$ cat src/rtl/mem_stage_controller_pkg.sv
// Shared types for the data-memory stage controller.
// Access sizes, controller state encoding, byte-lane strobe type, alignment check.
package mem_stage_controller_pkg;

    typedef enum logic [1:0] {
        ACC_BYTE = 2'b00,
        ACC_HALF = 2'b01,
        ACC_WORD = 2'b10
    } DataAccess;

    typedef enum logic [1:0] {
        MCS_IDLE = 2'b00,
        MCS_REQ  = 2'b01,
        MCS_DONE = 2'b10
    } MemCtlState;

    typedef logic [3:0] ByteEn;

    // The unused encoding 2'b11 is handled as a word access.
    function automatic logic is_misaligned(input DataAccess acc,
                                           input logic [1:0] lo);
        logic r;
        case (acc)
            ACC_BYTE: r = 1'b0;
            ACC_HALF: r = lo[0];
            default:  r = |lo;
        endcase
        return r;
    endfunction

endpackage

$ cat src/rtl/mem_stage_controller_lane_align.sv
// mem_lane_align: store lane replication / strobes and load extraction / extension.
// Ports: i_access, i_addrLo, i_unsigned, i_storeData, i_busRdData -> o_busWrData, o_byteEn, o_loadData.
module mem_lane_align
    import mem_stage_controller_pkg::*;
(
    input  DataAccess   i_access,
    input  logic [1:0]  i_addrLo,
    input  logic        i_unsigned,
    input  logic [31:0] i_storeData,
    input  logic [31:0] i_busRdData,
    output logic [31:0] o_busWrData,
    output ByteEn       o_byteEn,
    output logic [31:0] o_loadData
);

    logic [7:0]  w_byte;
    logic [15:0] w_half;

    always_comb begin
        w_byte      = 8'h00;
        w_half      = 16'h0000;
        o_busWrData = i_storeData;
        o_byteEn    = 4'b1111;
        o_loadData  = i_busRdData;
        case (i_access)
            ACC_BYTE: begin
                o_busWrData = {4{i_storeData[7:0]}};
                o_byteEn    = 4'b0001 << i_addrLo;
                w_byte      = 8'(i_busRdData >> {i_addrLo, 3'b000});
                o_loadData  = {{24{~i_unsigned & w_byte[7]}}, w_byte};
            end
            ACC_HALF: begin
                o_busWrData = {2{i_storeData[15:0]}};
                o_byteEn    = 4'b0011 << {i_addrLo[1], 1'b0};
                w_half      = 16'(i_busRdData >> {i_addrLo[1], 4'b0000});
                o_loadData  = {{16{~i_unsigned & w_half[15]}}, w_half};
            end
            default: begin
                o_busWrData = i_storeData;
                o_byteEn    = 4'b1111;
                o_loadData  = i_busRdData;
            end
        endcase
    end

endmodule

$ cat src/rtl/mem_stage_controller.sv
// Sequences one req/ack data-bus transaction per valid load/store in EX/MEM and
// stalls the pipeline until it completes; aligns load data, builds store strobes.
// Ports: i_clock, i_reset (sync, active high); EX/MEM fields i_isValid, i_dataR,
// i_dataB, i_memWrEnable, i_memRdEnable, i_memAccess, i_memUnsigned, i_extStall;
// bus o_busReq/o_busWr/o_busAddr/o_busWrData/o_busByteEn, i_busAck/i_busRdData;
// results o_stall, o_rdData, o_rdValid, o_misaligned, o_busFault.
// Optional macro MEMCTL_TIMEOUT_EN: abort a request after TIMEOUT cycles.
module mem_stage_controller
    import mem_stage_controller_pkg::*;
#(
    parameter int TIMEOUT    = 255,
    parameter int DATA_WIDTH = 32
) (
    input  logic                  i_clock,
    input  logic                  i_reset,
    input  logic                  i_isValid,
    input  logic [DATA_WIDTH-1:0] i_dataR,
    input  logic [DATA_WIDTH-1:0] i_dataB,
    input  logic                  i_memWrEnable,
    input  logic                  i_memRdEnable,
    input  logic [1:0]            i_memAccess,
    input  logic                  i_memUnsigned,
    input  logic                  i_extStall,
    output logic                  o_stall,
    output logic                  o_busReq,
    output logic                  o_busWr,
    output logic [DATA_WIDTH-1:0] o_busAddr,
    output logic [DATA_WIDTH-1:0] o_busWrData,
    output logic [3:0]            o_busByteEn,
    input  logic                  i_busAck,
    input  logic [DATA_WIDTH-1:0] i_busRdData,
    output logic [DATA_WIDTH-1:0] o_rdData,
    output logic                  o_rdValid,
    output logic                  o_misaligned,
    output logic                  o_busFault
);

    localparam logic [1:0] S_IDLE = MCS_IDLE;
    localparam logic [1:0] S_REQ  = MCS_REQ;
    localparam logic [1:0] S_DONE = MCS_DONE;

    // A zero timeout would abort before the bus could ever answer.
    if (TIMEOUT < 1) begin : g_bad_timeout
        $error("TIMEOUT must be at least 1");
    end

    logic [1:0]            r_state;
    logic                  r_busReq;
    logic                  r_busWr;
    logic [DATA_WIDTH-1:0] r_busAddr;
    logic [DATA_WIDTH-1:0] r_busWrData;
    ByteEn                 r_busByteEn;
    logic [DATA_WIDTH-1:0] r_rdData;
    logic                  r_rdValid;
    logic                  r_misaligned;
    logic                  r_busFault;
    logic                  r_isLoad;

    logic                  w_memOp;
    logic                  w_misaligned;
    logic                  w_launch;
    logic                  w_ack;
    logic                  w_abort;
    logic                  w_stall;
    logic [DATA_WIDTH-1:0] w_alignWrData;
    ByteEn                 w_alignByteEn;
    logic [DATA_WIDTH-1:0] w_alignLoad;

    assign w_memOp      = i_isValid & (i_memRdEnable | i_memWrEnable);
    assign w_misaligned = is_misaligned(DataAccess'(i_memAccess), i_dataR[1:0]);
    assign w_launch     = (r_state == S_IDLE) & w_memOp & ~w_misaligned
                        & ~i_extStall;
    assign w_ack        = (r_state == S_REQ) & i_busAck;

    // EX/MEM is frozen while we stall, so the live fields stay valid at ack.
    mem_lane_align u_align (
        .i_access    (DataAccess'(i_memAccess)),
        .i_addrLo    (i_dataR[1:0]),
        .i_unsigned  (i_memUnsigned),
        .i_storeData (i_dataB),
        .i_busRdData (i_busRdData),
        .o_busWrData (w_alignWrData),
        .o_byteEn    (w_alignByteEn),
        .o_loadData  (w_alignLoad)
    );

`ifdef MEMCTL_TIMEOUT_EN
    localparam int CW = $clog2(TIMEOUT + 1);
    logic [CW-1:0] r_count;

    // Fires on the TIMEOUT-th unanswered REQ cycle; a same-cycle ack wins.
    assign w_abort = (r_state == S_REQ) & ~i_busAck
                   & (r_count == CW'(TIMEOUT - 1));

    always_ff @(posedge i_clock) begin
        if (i_reset) begin
            r_count <= '0;
        end else if (w_launch) begin
            r_count <= '0;
        end else if ((r_state == S_REQ) & ~i_busAck) begin
            r_count <= r_count + 1'b1;
        end
    end
`else
    assign w_abort = 1'b0;
`endif

    always_comb begin
        w_stall = 1'b0;
        case (r_state)
            S_IDLE:  w_stall = i_extStall | (w_memOp & ~w_misaligned);
            S_REQ:   w_stall = 1'b1;
            S_DONE:  w_stall = i_extStall;
            default: w_stall = 1'b0;
        endcase
    end

    always_ff @(posedge i_clock) begin
        if (i_reset) begin
            r_state      <= S_IDLE;
            r_busReq     <= 1'b0;
            r_busWr      <= 1'b0;
            r_busAddr    <= '0;
            r_busWrData  <= '0;
            r_busByteEn  <= '0;
            r_rdData     <= '0;
            r_rdValid    <= 1'b0;
            r_misaligned <= 1'b0;
            r_busFault   <= 1'b0;
            r_isLoad     <= 1'b0;
        end else begin
            r_misaligned <= (r_state == S_IDLE) & w_memOp & w_misaligned
                          & ~i_extStall;
            r_busFault   <= w_abort;
            case (r_state)
                S_IDLE: begin
                    if (w_launch) begin
                        r_state     <= S_REQ;
                        r_busReq    <= 1'b1;
                        r_busWr     <= i_memWrEnable;
                        r_busAddr   <= {i_dataR[DATA_WIDTH-1:2], 2'b00};
                        r_busWrData <= w_alignWrData;
                        r_busByteEn <= w_alignByteEn;
                        r_isLoad    <= ~i_memWrEnable;
                    end
                end
                S_REQ: begin
                    if (w_ack) begin
                        r_state   <= S_DONE;
                        r_busReq  <= 1'b0;
                        r_rdValid <= r_isLoad;
                        if (r_isLoad) begin
                            r_rdData <= w_alignLoad;
                        end
                    end else if (w_abort) begin
                        r_state   <= S_DONE;
                        r_busReq  <= 1'b0;
                        r_rdValid <= r_isLoad;
                        r_rdData  <= '0;
                    end
                end
                S_DONE: begin
                    if (!i_extStall) begin
                        r_state   <= S_IDLE;
                        r_rdValid <= 1'b0;
                    end
                end
                default: r_state <= S_IDLE;
            endcase
        end
    end

    assign o_stall      = w_stall;
    assign o_busReq     = r_busReq;
    assign o_busWr      = r_busWr;
    assign o_busAddr    = r_busAddr;
    assign o_busWrData  = r_busWrData;
    assign o_busByteEn  = r_busByteEn;
    assign o_rdData     = r_rdData;
    assign o_rdValid    = r_rdValid;
    assign o_misaligned = r_misaligned;
    assign o_busFault   = r_busFault;

endmodule

$ cat config.mk
export PLATFORM = sky130hd
export DESIGN_NAME = mem_stage_controller
export DESIGN_NICKNAME = d
export VERILOG_FILES = /design/src/rtl/mem_stage_controller_pkg.sv /design/src/rtl/mem_stage_controller_lane_align.sv /design/src/rtl/mem_stage_controller.sv
export SDC_FILE = /design/constraint.sdc
export NUM_CORES = 1
export LEC_CHECK = 0
export ABC_CLOCK_PERIOD_IN_PS = 1400
export CAP_MARGIN = 20
export CORE_UTILIZATION = 30
export CTS_BUF_LIST = sky130_fd_sc_hd__clkbuf_8 sky130_fd_sc_hd__clkbuf_16
export CTS_CLUSTER_SIZE = 14
export DETAILED_ROUTE_END_ITERATION = 7
export PLACE_DENSITY_LB_ADDON = 0.2
export SLEW_MARGIN = 20
export SYNTH_ARGS = -nofsm -noshare
export SYNTH_HDL_FRONTEND = slang
export SYNTH_SLANG_ARGS = --single-unit
$ cat constraint.sdc
create_clock -name i_clock -period 1.4 [get_ports i_clock]
set_input_delay 0.21 -clock i_clock [delete_from_list [all_inputs] [get_ports i_clock]]
set_output_delay 0.21 -clock i_clock [all_outputs]
set_load 0.01 [all_outputs]
==> results of run 1 <==
==> path summary, 6_finish.rpt <==
check	start	endpoint	slack [ps]	cells after the start
worst min-delay path	i_memAccess[1]	o_misaligned	290	4
worst max register to register	r_state[0]	o_busWrData[23]	-90	6
worst max-delay path	r_state[0]	o_busWrData[23]	-90	6
worst min register to register	o_busAddr[22]	o_busAddr[22]	450	2
==> power groups by stage <==
| stage | Combinational [mW] | Sequential [mW] | Clock [mW] |
|---|---|---|---|
| after global routing | 1.43 | 3.11 | 2.63 |
| final | 1.34 | 3.10 | 2.43 |
| after CTS | 1.24 | 3.10 | 2.48 |
| after detailed placement | 1.17 | 3.17 | 0 |
| after floorplan | 0.438 | 3.21 | 0 |
| after global placement | 1.15 | 3.17 | 0 |
==> cell families after synthesis <==
family                 Yosys count
AOI/OAI and AO/OA              154
muxes                           27
buffers and inverters           55
DFF                            105
other                            1
and+or+nand+nor                219
==> synthesized netlist by cell type, drive strengths merged <==
master	count	area [µm²]
a211oi	42	400.4
a21oi	54	274.0
a221oi	7	61.31
a222oi	1	10.01
a22o	8	70.07
a22oi	7	52.55
a311oi	10	87.58
a31oi	1	6.260
and2	2	12.51
and3b	1	8.760
and4	1	8.760
and4b	1	10.01
buf	25	166.4
clkbuf	27	101.4
conb	1	3.750
dfxtp	105	2102
inv	3	11.26
mux2	8	90.09
mux2i	19	190.2
nand2	139	521.8
nand2b	1	6.260
nand3b	1	7.510
nand4	1	6.260
nor2	59	224.0
nor2b	2	12.51
nor3	7	40.04
nor3b	1	7.510
nor4	1	6.260
o21a	1	7.510
o21ai	20	100.1
o21bai	1	7.510
o2bb2ai	1	8.760
o41a	1	21.27
or3	2	12.51
==> routing by layer <==
layer,GRT usage,up-vias,wire length [µm]
met5,0,-,0
met4,0.08505,0,413
met3,0.05567,28,989
met2,0.3617,146,8528
met1,0.2581,2457,7603
li1,-,2472,-
==> what timing repair did <==
item                                    in CTS  in global routing
cloned                                       6                  1
gates resized for setup                    176                118
buffers inserted                            19                 11
pin swaps                                   20                 60
endpoints found under the setup margin     205                102
==> layout make-up <==
cell class | count | area (µm²) | share of cell area
Tap cell | 188 | 235.2 | 0.02802
Clock buffer | 10 | 239.0 | 0.02846
Sequential cell | 105 | 2107 | 0.2510
Inverter | 3 | 11.26 | 0.001341
Multi-Input combinational cell | 403 | 2815 | 0.3353
Timing Repair Buffer | 297 | 2944 | 0.3507
Clock inverter | 6 | 43.79 | 0.005216
==> cell usage in the layout (no fill, tap or decap), types with 8 or more instances in the layout <==
cell type / count
nand2_1: 113
dlygate4sd2_1: 108
dfxtp_1: 103
clkdlybuf4s50_1: 93
buf_4: 54
nor2_1: 51
a21oi_2: 32
a211oi_2: 29
nand2_4: 23
a21oi_1: 21
mux2i_1: 19
o21ai_0: 18
buf_6: 15
a211oi_1: 13
buf_12: 12
clkbuf_16: 11
a22o_1: 8
a311oi_1: 8
==> flip-flops by register name (all words and copies together) (netlist names) <==
register and cells:
r_isLoad 1, o_busByteEn 4, o_rdValid 1, o_misaligned 1, o_rdData 32, o_busWrData 32, o_busReq 1, o_busWr 1
r_state 2, o_busAddr 30
==> worst max-delay path, cell delays in order (launching register included) <==
cell	delay [ps]
dfxtp_4	360
nor3_4	190
and4_4	330
buf_6	130
buf_16	120
nor2_1	60
a211oi_2	210
==> out/metrics.yaml, run 1 <==
fin_total_pwr_mw: 6.871
synth_xor_area_frac: 0
dp_cells: 964
antenna_found_initial: 0
worst-endpoint-required_ps: 1670
syn-cell-area_um2: 4657
startpoint_type: "flip-flop"
crit_type: "reg2reg"
grt_pass1_wl_um: 26650
place_congestion: 0.7926
finalWirelength_um: 17530
fin_skew_ps: 4.852
clock_sinks: 105
drv_cap: 0
final.min_clock_period_ps: 1491
antennaDiodeCount: 0
pre_cts_ws_ps: -789.6
die-area_um2: 16030
end_kind: "flip-flop"
cts.clk_slew.worst_paths_ps: 70
cts_buffers: 9
port_buffers: 208
fillers: 1405
netlist_instances: 561
synth_top_family_by_area: "compound AO/OA/AOI/OAI gates"
place_hpwl_um: 11880
p_seq_frac: 0.452
vias_per_cell: 5.042
grt_start_max_net_pins: 35
slew_viol_final: 0
cts_tree: "done"
overflow: 0
route.detailed.drc: 0
fin_tns_setup_ps: -3408
fin_area_um2: 8396
combinationalPowerShare: 0.195
synth_seq_cells: 105
core_um2: 15200
finalCritPeriodShare: 1.065
track_usage: 0.2136
clk_path_buf_depth: 2
intPower_mw: 5.012
root_buffer: "clkbuf_16"
arrival_ps: 1760
fin_hold_ws_ps: 285.1
rsz0062_at_grt: "true"
violations: "negative setup slack"
hold_viol: 0
sw_frac_of_total: 0.2706
antenna_left: 0
dpl_cell_area_um2: 7272
fmaxAchievable_mhz: 670.8
clkLatencyLatePin_ps: 350
clockPowerShare: 0.354
status: "finished, violations left"
rows: 45
drt-wirelength-per-cell_um: 17.33
critPathMaxFanout: 7
yosys.cell_types.count: 42
ir_drop_mv: 0.5733
yosys.area_share.simple: 0.1900
final_util: 0.5523
ios: 212
hp-class: "in2reg"
synth_adder_area_share: 0
cts.htree.levels: 3
die_h_um: 126.6
finalWorstSetupSlack_ps: -90.68
ctsHoldBuffers: 0
yosys_warnings: 0
drive_gt1_frac: 0.2900
dr.pass1.iters: 4
area_growth_pct: 80.28
floorplan.initialDensity: 0.3063
syn_avg_cell_area_um2: 8.301
vias: 5103
final-setup-viol-count: 88
yosysSeqAreaShare: 0.4514
synth.area.mux_share: 0.06018
fin_cells: 1012
drt_iter0_drc: 212
num-nets-final: 925
synth-compound-area-share: 0.2378
die_width_um: 126.6
grt_pass1_vias: 4986
p_per_area_nw_per_um2: 818.5
leakagePower_nw: 3.641
p_sw_mw: 1.859
Note: power is estimated with default switching activity, not from simulation.
==> inputs of run 2 (changes only) <==
--- a/config.mk
+++ b/config.mk
@@ -7,11 +7,13 @@
 export LEC_CHECK = 0
 export ABC_CLOCK_PERIOD_IN_PS = 1400
 export CAP_MARGIN = 20
+export CORE_MARGIN = 1
 export CORE_UTILIZATION = 30
 export CTS_BUF_LIST = sky130_fd_sc_hd__clkbuf_8 sky130_fd_sc_hd__clkbuf_16
-export CTS_CLUSTER_SIZE = 14
+export CTS_CLUSTER_SIZE = 20
 export DETAILED_ROUTE_END_ITERATION = 7
 export PLACE_DENSITY_LB_ADDON = 0.2
+export REMOVE_ABC_BUFFERS = 1
 export SLEW_MARGIN = 20
 export SYNTH_ARGS = -nofsm -noshare
 export SYNTH_HDL_FRONTEND = slang
==> out/metrics.yaml, run 2 (same netlist as run 1, synthesis figures left out) <==
status: "finished, violations left"
violations: "negative setup slack"
drt-wirelength-per-cell_um: 17.14  # -1.1%
port_buffers: 208  # unchanged
route.detailed.drc: 0  # unchanged
die-area_um2: 16030  # unchanged
core_um2: 15200  # unchanged
antenna_left: 0  # unchanged
track_usage: 0.2081  # -0.005553
maxSlewHeadroom: 0.6334
clk_path_buf_depth: 2  # unchanged
drive_gt1_frac: 0.2862  # -0.003812
critPathMaxFanout: 7  # unchanged
startpoint_type: "flip-flop"
ios: 212  # unchanged
rsz0062_at_grt: "true"
root_buffer: "clkbuf_16"
vias_per_cell: 5.024  # -0.37%
cts_tree: "done"
end_kind: "flip-flop"
cp_common_cell: "buf_12"
hold_viol: 0  # unchanged
final-setup-viol-count: 91  # +3.4%
slowest_delay_ps: 370  # about the same
finalCritPeriodShare: 1.118  # +0.05364
ctsHoldBuffers: 0  # unchanged
setup.reg_to_reg.worst_slack_ps: -170  # -80 ps
arrival_ps: 1850  # +90 ps
critPathSlowestCell: "and4_4"
dpl_cell_area_um2: 7351  # +1.1%
finalWorstSetupSlack_ps: -165.8  # -75.10 ps
leakagePower_nw: 3.612  # -0.80%
worst-endpoint-required_ps: 1680  # about the same
num-nets-final: 922  # -0.32%
final_cell_mix: "nand2_1, dlygate4sd2_1, dfxtp_1"
die_h_um: 126.6  # unchanged
dr.pass1.iters: 5  # +1
crit_type: "reg2reg"
final.min_clock_period_ps: 1566  # +75.10 ps
fillers: 1356  # -3.5%
clock_sinks: 105  # unchanged
die_width_um: 126.6  # unchanged
fin_skew_ps: 4.844  # -0.007680 ps
grt_pass1_wl_um: 26000  # -2.4%
antenna_found_initial: 3  # +3
cts.clk_slew.worst_paths_ps: 70  # about the same
clkLatencyLatePin_ps: 350  # about the same
drv_cap: 0  # unchanged
cts_buffers: 9  # unchanged
fin_cells: 1011  # -0.099%
grt_pass1_vias: 4983  # -0.060%
area_growth_pct: 80.04
place_hpwl_um: 11520  # -3.0%
layout_commonest_cell: "nand2_1"
tightestPinTransition_ps: 549.9
p_per_area_nw_per_um2: 848.0  # +3.6%
grt_start_max_net_pins: 58  # +66%
cts.htree.levels: 3  # unchanged
crit_chain: "nor3_4, and4_4, buf_12, buf_12, nand2_1, a21oi_2"
rows: 45  # unchanged
place_congestion: 0.8661  # +9.3%
finalWirelength_um: 17330  # -1.2%
fmaxAchievable_mhz: 638.7  # -4.8%
ir_drop_mv: 0.5884  # +2.6%
drt_iter0_drc: 347  # +64%
floorplan.initialDensity: 0.3063  # unchanged
hp-class: "in2reg"
overflow: 0  # unchanged
dp_cells: 970  # +0.62%
slew_viol_final: 0  # unchanged
vias: 5079  # -0.47%
fin_hold_ws_ps: 197.7  # -87.37 ps
fin_area_um2: 8384  # -0.13%
[run 2: changes by cell type in the layout (fill, tap and decap cells not counted), sizes merged, moves of 3 or more]
cell	previous run	this run
buf	91	87
clkdlybuf4s15	3	0
clkinvlp	4	1
dlymetal6s2s	0	3
[run 2: path summary, 6_finish.rpt]
check	from	endpoint	cells past startpoint
max reg2reg	r_state[0]	o_busAddr[21]	6
min reg2reg	o_rdValid	o_rdValid	2
min	i_memWrEnable	r_isLoad	3
max	r_state[0]	o_busAddr[21]	6
[run 2: layout make-up]
| class | count | area (µm²) | area share |
|---|---|---|---|
| clock buffers | 9 | 225.2 | 0.02686 |
| inverters | 3 | 11.26 | 0.001343 |
| flip-flops and latches | 105 | 2107 | 0.2513 |
| diodes | 2 | 5.005 | 0.0005969 |
| multi-input cells | 403 | 2754 | 0.3285 |
| repair buffers | 294 | 2960 | 0.3531 |
| well taps | 188 | 235.2 | 0.02806 |
| clock inverters | 7 | 86.33 | 0.01030 |
[run 2: metrics by stage]
step                      setup slack [ps]  utilization  setup TNS (ps)  power (mW)
after floorplan                      -1184            -          -85040       3.516
final                               -165.8       0.5515           -8249       7.110
after global placement              -705.4       0.4835          -51420       4.332
after detailed placement            -686.8       0.4835          -53510       4.351
after global routing                -190.1       0.5514          -12550       7.414
after CTS                           -94.56       0.5206           -4413       7.056
[run 2: critical path, delay by kind of cell, from the launching register on]
kind / cells / cell delay, ps
flip-flops: 1 / 360
AO/OA/AOI/OAI: 1 / 140
buffers and inverters: 2 / 300
AND/OR/NAND/NOR: 3 / 680
[run 2: what timing repair did]
| item | in CTS | in global routing |
|---|---|---|
| gates resized for setup | 172 | 95 |
| pin swaps | 25 | 33 |
| setup buffers | 11 | 5 |
| endpoints found under the setup margin | 205 | 100 |
| cloned | 5 | 4 |
[run 2: routing by layer]
metal | GRT usage | wire length [µm] | part of all wire | vias up
li1 | - | - | - | 2472
met3 | 0.05652 | 1219 | 0.070 | 23
met1 | 0.2463 | 7346 | 0.42 | 2379
met2 | 0.3598 | 8477 | 0.49 | 203
met4 | 0.07654 | 274 | 0.016 | 2
met5 | 0 | 13 | 0.00075 | -
[run 2: power by group]
| group | internal (mW) | switching (mW) | leakage [nW] |
|---|---|---|---|
| clock network | 1.55 | 1.15 | 0.156 |
| registers | 3.06 | 0.0407 | 0.851 |
| logic | 0.686 | 0.619 | 2.60 |
